[config.mk]
export PLATFORM = sky130hd
export DESIGN_NAME = rr_arb4
export DESIGN_NICKNAME = d
export VERILOG_FILES = /design/src/rtl/rr_arb4.sv
export SDC_FILE = /design/constraint.sdc
export NUM_CORES = 1
export LEC_CHECK = 0
export ABC_AREA = 1
export CAP_MARGIN = 20
export CORE_UTILIZATION = 49
export DETAILED_ROUTE_END_ITERATION = 8
export PLACE_DENSITY = 0.72
export SLEW_MARGIN = 20
export SYNTH_ARGS = -nofsm -noshare
export SYNTH_HDL_FRONTEND = slang
export SYNTH_SLANG_ARGS = --single-unit
[constraint.sdc]
create_clock -name clk -period 5 [get_ports clk]
set_clock_uncertainty 0.1 [all_clocks]
set_input_delay 0.5 -clock clk [delete_from_list [all_inputs] [get_ports clk]]
set_output_delay 0.5 -clock clk [all_outputs]
set_load 0.005 [all_outputs]
[src/rtl/rr_arb4.sv]
// -----------------------------------------------------------------------------
// rr_arb4 : four-way round-robin arbiter for the shared 4:1 mux path
//
// Four requesters A..D (req[0]..req[3], mux inputs ina..ind) compete for one
// shared path. The arbiter grants one requester and drives sel to its index.
// The grant is held until the owner signals done, drops its request (abort),
// or holds the path for HOLD_MAX cycles (forced release with a timeout pulse).
// Every release is followed by at least one idle cycle before the next grant.
// All outputs are registered.
//
// Parameters
//   HOLD_MAX  max cycles a grant may be held before forced release
//             (1 .. 2**CNT_W-1)
//   CNT_W     width of the hold counter
//
// Ports
//   clk      in   1  system clock, rising edge
//   rst      in   1  asynchronous, active-high reset
//   req      in   4  request per source; bit0 = A (ina) .. bit3 = D (ind)
//   done     in   1  granted source finished its transfer this cycle
//   lock     in   1  keep priority on current owner (RR_ARB4_LOCK_EN only)
//   sel      out  2  binary index of current/last owner, to mux select
//   grant    out  4  one-hot grant, all-zero when idle
//   busy     out  1  high while in GRANT state
//   timeout  out  1  one-cycle pulse on forced release
//
// Configuration
//   RR_ARB4_LOCK_EN  when defined, adds the lock input. While locked the hold
//                    counter is frozen (no timeout) and a release keeps the
//                    pointer on the owner so it has first priority next time.
//                    When undefined the arbiter behaves as if lock=0.
// -----------------------------------------------------------------------------
module rr_arb4 #(
    parameter int HOLD_MAX = 15,
    parameter int CNT_W    = 4
) (
    input  logic       clk,
    input  logic       rst,
    input  logic [3:0] req,
    input  logic       done,
`ifdef RR_ARB4_LOCK_EN
    input  logic       lock,
`endif
    output logic [1:0] sel,
    output logic [3:0] grant,
    output logic       busy,
    output logic       timeout
);

    typedef enum logic {
        S_IDLE  = 1'b0,
        S_GRANT = 1'b1
    } state_t;

    state_t             r_state;
    state_t             w_state_nxt;
    logic [1:0]         r_ptr;
    logic [1:0]         w_ptr_nxt;
    logic [1:0]         r_sel;
    logic [1:0]         w_sel_nxt;
    logic [3:0]         r_grant;
    logic [3:0]         w_grant_nxt;
    logic               r_busy;
    logic               w_busy_nxt;
    logic               r_timeout;
    logic               w_timeout_nxt;
    logic [CNT_W-1:0]   r_cnt;
    logic [CNT_W-1:0]   w_cnt_nxt;

    logic               w_lock;
    logic [7:0]         w_req2;
    logic [3:0]         w_rot;
    logic [1:0]         w_off;
    logic [1:0]         w_win;
    logic               w_owner_req;
    logic               w_rel_norm;
    logic               w_at_limit;

`ifdef RR_ARB4_LOCK_EN
    assign w_lock = lock;
`else
    assign w_lock = 1'b0;
`endif

    // Rotate the request vector so that bit 0 corresponds to the pointer
    // position; the lowest set bit of the rotated vector is then the winner's
    // offset from the pointer, and the 2-bit add wraps D+1 back to A.
    assign w_req2 = {req, req};
    assign w_rot  = w_req2[r_ptr +: 4];

    always_comb begin
        w_off = 2'd0;
        if (w_rot[0])      w_off = 2'd0;
        else if (w_rot[1]) w_off = 2'd1;
        else if (w_rot[2]) w_off = 2'd2;
        else if (w_rot[3]) w_off = 2'd3;
    end

    assign w_win = r_ptr + w_off;

    // In GRANT the select register always holds the owner's index.
    assign w_owner_req = req[r_sel];
    // done takes precedence over abort and timeout; abort over timeout.
    assign w_rel_norm  = done | ~w_owner_req;
    assign w_at_limit  = (r_cnt == CNT_W'(HOLD_MAX - 1));

    // Next-state and next-output logic
    always_comb begin
        w_state_nxt   = r_state;
        w_ptr_nxt     = r_ptr;
        w_sel_nxt     = r_sel;
        w_grant_nxt   = r_grant;
        w_busy_nxt    = r_busy;
        w_cnt_nxt     = r_cnt;
        w_timeout_nxt = 1'b0;

        case (r_state)
            S_IDLE: begin
                // sel is left alone when nobody requests so the mux output
                // stays on the last owner.
                if (|req) begin
                    w_state_nxt = S_GRANT;
                    w_grant_nxt = 4'b0001 << w_win;
                    w_sel_nxt   = w_win;
                    w_busy_nxt  = 1'b1;
                    w_cnt_nxt   = '0;
                end
            end

            S_GRANT: begin
                if (w_rel_norm || (!w_lock && w_at_limit)) begin
                    w_state_nxt   = S_IDLE;
                    w_grant_nxt   = 4'b0000;
                    w_busy_nxt    = 1'b0;
                    // A locked owner keeps first priority for the next round.
                    w_ptr_nxt     = w_lock ? r_sel : r_sel + 2'd1;
                    w_timeout_nxt = ~w_rel_norm;
                end else if (!w_lock) begin
                    w_cnt_nxt = r_cnt + CNT_W'(1);
                end
            end

            default: begin
                w_state_nxt = S_IDLE;
                w_grant_nxt = 4'b0000;
                w_busy_nxt  = 1'b0;
            end
        endcase
    end

    // State and output registers
    always_ff @(posedge clk or posedge rst) begin
        if (rst) begin
            r_state   <= S_IDLE;
            r_ptr     <= 2'd0;
            r_sel     <= 2'd0;
            r_grant   <= 4'b0000;
            r_busy    <= 1'b0;
            r_timeout <= 1'b0;
            r_cnt     <= '0;
        end else begin
            r_state   <= w_state_nxt;
            r_ptr     <= w_ptr_nxt;
            r_sel     <= w_sel_nxt;
            r_grant   <= w_grant_nxt;
            r_busy    <= w_busy_nxt;
            r_timeout <= w_timeout_nxt;
            r_cnt     <= w_cnt_nxt;
        end
    end

    assign sel     = r_sel;
    assign grant   = r_grant;
    assign busy    = r_busy;
    assign timeout = r_timeout;

endmodule

==> metrics <==
Crit path arrival time 2.30 ns; worst slew pin tran 0.563 ns; Initial Util 53.3%; initial DRC count 4; Final TNS setup 0 ns; Worst-path clk slew 0.10 ns; clk_lat worst skew 0.30 ns; Syn. warnings 0; synth unique cells 21; Post-CTS Hold Buffers 0; Avg Inst Size Synth 7.69 um^2; area share of fa/ha/maj cells after synthesis 4.03%; WL/cell 11.5 um; Die Footprint 2080 um^2; IO buf count 14; classification of the worst setup path in2reg; final setup fails 0; gpl congestion 0.877; Clk network pwr share a little over a tenth; Most common cell on crit path nand2_1; Worst Setup End Kind register; clk buf depth 2; simple logic cell fraction of the synthesized area slightly above 40%; wl on met1 ~860 um; Setup WS post-layout 2.79 ns; Final HPWL DP 1420 um; Fin. Hold Viols 0; unrepaired setup endpoints after global routing no; Net Switching 0.324 mW; Combinational Power Share 56.5%; sequential area share after synthesis about two fifths; CP peak stage delay 0.47 ns; Critical Path Fanout Max 4; Max Used Layer met4; CP max stage cell clkdlybuf4s50_1; critical-path cell list clkdlybuf4s50_1, nand2_1, nand3_1, nand2_2, nand3_1, a21boi_0, ha_1, xor2_1, inv_1, nand3_2, nand2_2, nand2_1, nand2_1; initial antenna violation count 0; H-tree levels 1; Pwr Density 606 nW/um^2; cell-internal power 0.353 mW; Compound-Gate Fraction of Synth Area 4.44%; Layout area overhead 20.0%; Die X 45.6 um; sequential share of power 32.7%; VDD IR-drop max ~0.00032 V; Final ANT Viol Nets 0; drt first pass iters 4; Net Count, Synth 131; clock sinks 15; Mapped Area a little over 900 um^2; post-synthesis instance total 121; sw frac between 40% and 50%; layout cell share with drive strength beyond 1 approximately 15%; Routed met2 length 881 um; GRT overflow 0; multiplexer share of the synthesized area 0%; worst slack, placed 2.49 ns; setup repair bufs after CTS 0; # diodes 0; Routed WL 1870 um; fin crit share 44.2%; worst hold path type reg2reg; CTS tree yes; status complete, no violations; I/O pins 15; setup slack, reg-to-reg slightly below 3 ns; Synth area leaders dfrtp_1 (40%), nand3_1 (13%), nand2_1 (13%); max_slew headroom 62.4%; Die Y 45.6 um; Peak Freq 452 MHz; combinational family with the most area after synthesis simple AND/OR/NAND/NOR gates; P_leak 0.572 nW; number of global-route vias before repair 691; first-pass GRT wire length 2990 um; post-synthesis xor/xnor area fraction 3.76%; Via density a little over 5; CTS resizes 0; WL met3 76 um; Layout fillers 167; largest net degree at the start of global routing 16; Core Region 1750 um^2; CTS Buf Count 3; Worst EP required 5.09 ns; MaxCap Viol Count 0; GRT Total Usage between 20% and 30%; Final Max Tran Viols 0; number of synthesized register bits 15; Layout Nets ~150; top-area cell type share of the netlist area 40.3%; Root Driver clkbuf_4; crit path launch type input pin; Yosys top cell by area dfrtp_1; DRC viols 0; Rows 15; vias post-DR slightly above 800; min Tclk post-route approximately 2.2 ns
[cell usage after synthesis]
| library cell | n |
|---|---|
| o21ai_2 | 1 |
| nand2_2 | 9 |
| inv_1 | 10 |
| o21ai_1 | 2 |
| nand2_4 | 1 |
| a21oi_1 | 2 |
| dfrtp_1 | 15 |
| nand3_2 | 2 |
| buf_4 | 1 |
| nor2_1 | 8 |
| nand4_4 | 1 |
| a21boi_0 | 1 |
| ha_1 | 3 |
| xor2_1 | 2 |
| clkinv_2 | 1 |
| o21ai_0 | 1 |
| buf_2 | 1 |
| xnor2_1 | 2 |
| inv_2 | 2 |
| nand2_1 | 32 |
| nand3_1 | 24 |
[worst paths after layout]
path                       startpoint  endpoint  cells after the start
max                            req[3]  grant[2]                     13
min                              busy      busy                      2
max reg2reg                  r_ptr[0]  grant[2]                     13
min reg2reg                      busy      busy                      2
max in group asynchronous         rst  grant[0]                      2
min in group asynchronous         rst      busy                      2
[worst max-delay path: cells and delay by family]
| family | cells | cell delay [ns] |
|---|---|---|
| AOI/OAI and AO/OA | 1 | 0.18 |
| and+or+nand+nor | 8 | 0.63 |
| adders and majority gates | 1 | 0.20 |
| buffers and inverters | 2 | 0.55 |
| xor gates and xnor gates | 1 | 0.23 |
[power by group through the flow]
stage               sequential [mW]  combinational, mW  clock [mW]
floorplan                     0.209              0.299           0
global placement              0.222              0.376           0
detailed placement            0.223              0.386           0
CTS                           0.221              0.388      0.0758
global route                  0.228              0.434      0.0783
finish                        0.221              0.383      0.0730
[layout by cell type (no fill, tap or decap)]
| master | count |
|---|---|
| nand2_1 | 32 |
| nand3_1 | 24 |
| dfrtp_1 | 15 |
| clkdlybuf4s50_1 | 14 |
| inv_1 | 10 |
| nand2_2 | 9 |
| nor2_1 | 8 |
| ha_1 | 3 |
| clkbuf_4 | 3 |
| inv_2 | 2 |
| clkinv_2 | 2 |
| xor2_1 | 2 |
| nand3_2 | 2 |
| o21ai_1 | 2 |
| a21oi_1 | 2 |
| xnor2_1 | 2 |
| o21ai_2 | 1 |
| nand2_4 | 1 |
| o21ai_0 | 1 |
| nand4_4 | 1 |
| a21boi_0 | 1 |
[flip-flops by register name, summed over array words and instances, names as in the netlist]
signal	count
r_ptr	2
timeout	1
r_cnt	4
sel	2
r_state	1
grant	4
busy	1
[metal layers]
layer,GRT usage (%),vias to the layer above
li1,-,420
met1,28.4,380
met2,31.1,16
met3,3.57,5
met4,12.7,0
met5,0,-
[final cells by class]
class	instances	area (um^2)	share of cell area [%]
multi-input cells	91	493	44.1
clock inverters	1	5.00	0.448
inverters	13	50.0	4.48
clock buffers	3	22.5	2.02
well taps	25	31.3	2.80
repair buffers	14	140	12.5
flip-flops and latches	15	375	33.6
[through the flow]
| stage | cell area [um^2] | power [mW] | hold WS, ns | instances | util, % |
|---|---|---|---|---|---|
| detailed placement | 1090 | 0.609 | 0.373 | 158 | 62.4 |
| global placement | 1090 | 0.598 | 0.363 | 158 | 62.4 |
| finish | 1120 | 0.677 | 0.391 | 162 | 64.0 |
| global route | 1120 | 0.740 | 0.425 | 162 | 64.0 |
| floorplan | 931 | 0.508 | 0.301 | 121 | - |
| CTS | 1120 | 0.684 | 0.402 | 162 | 64.0 |
[kinds of logic (layout without fill, tap and decap cells)]
family / count (synthesis) / after routing
AOI/OAI and AO/OA: 7 / 7
xor gates and xnor gates: 4 / 4
adders and majority gates: 3 / 3
buffers and inverters: 15 / 31
DFF: 15 / 15
and+or+nand+nor: 77 / 77
(Power assumes the default switching activity.)
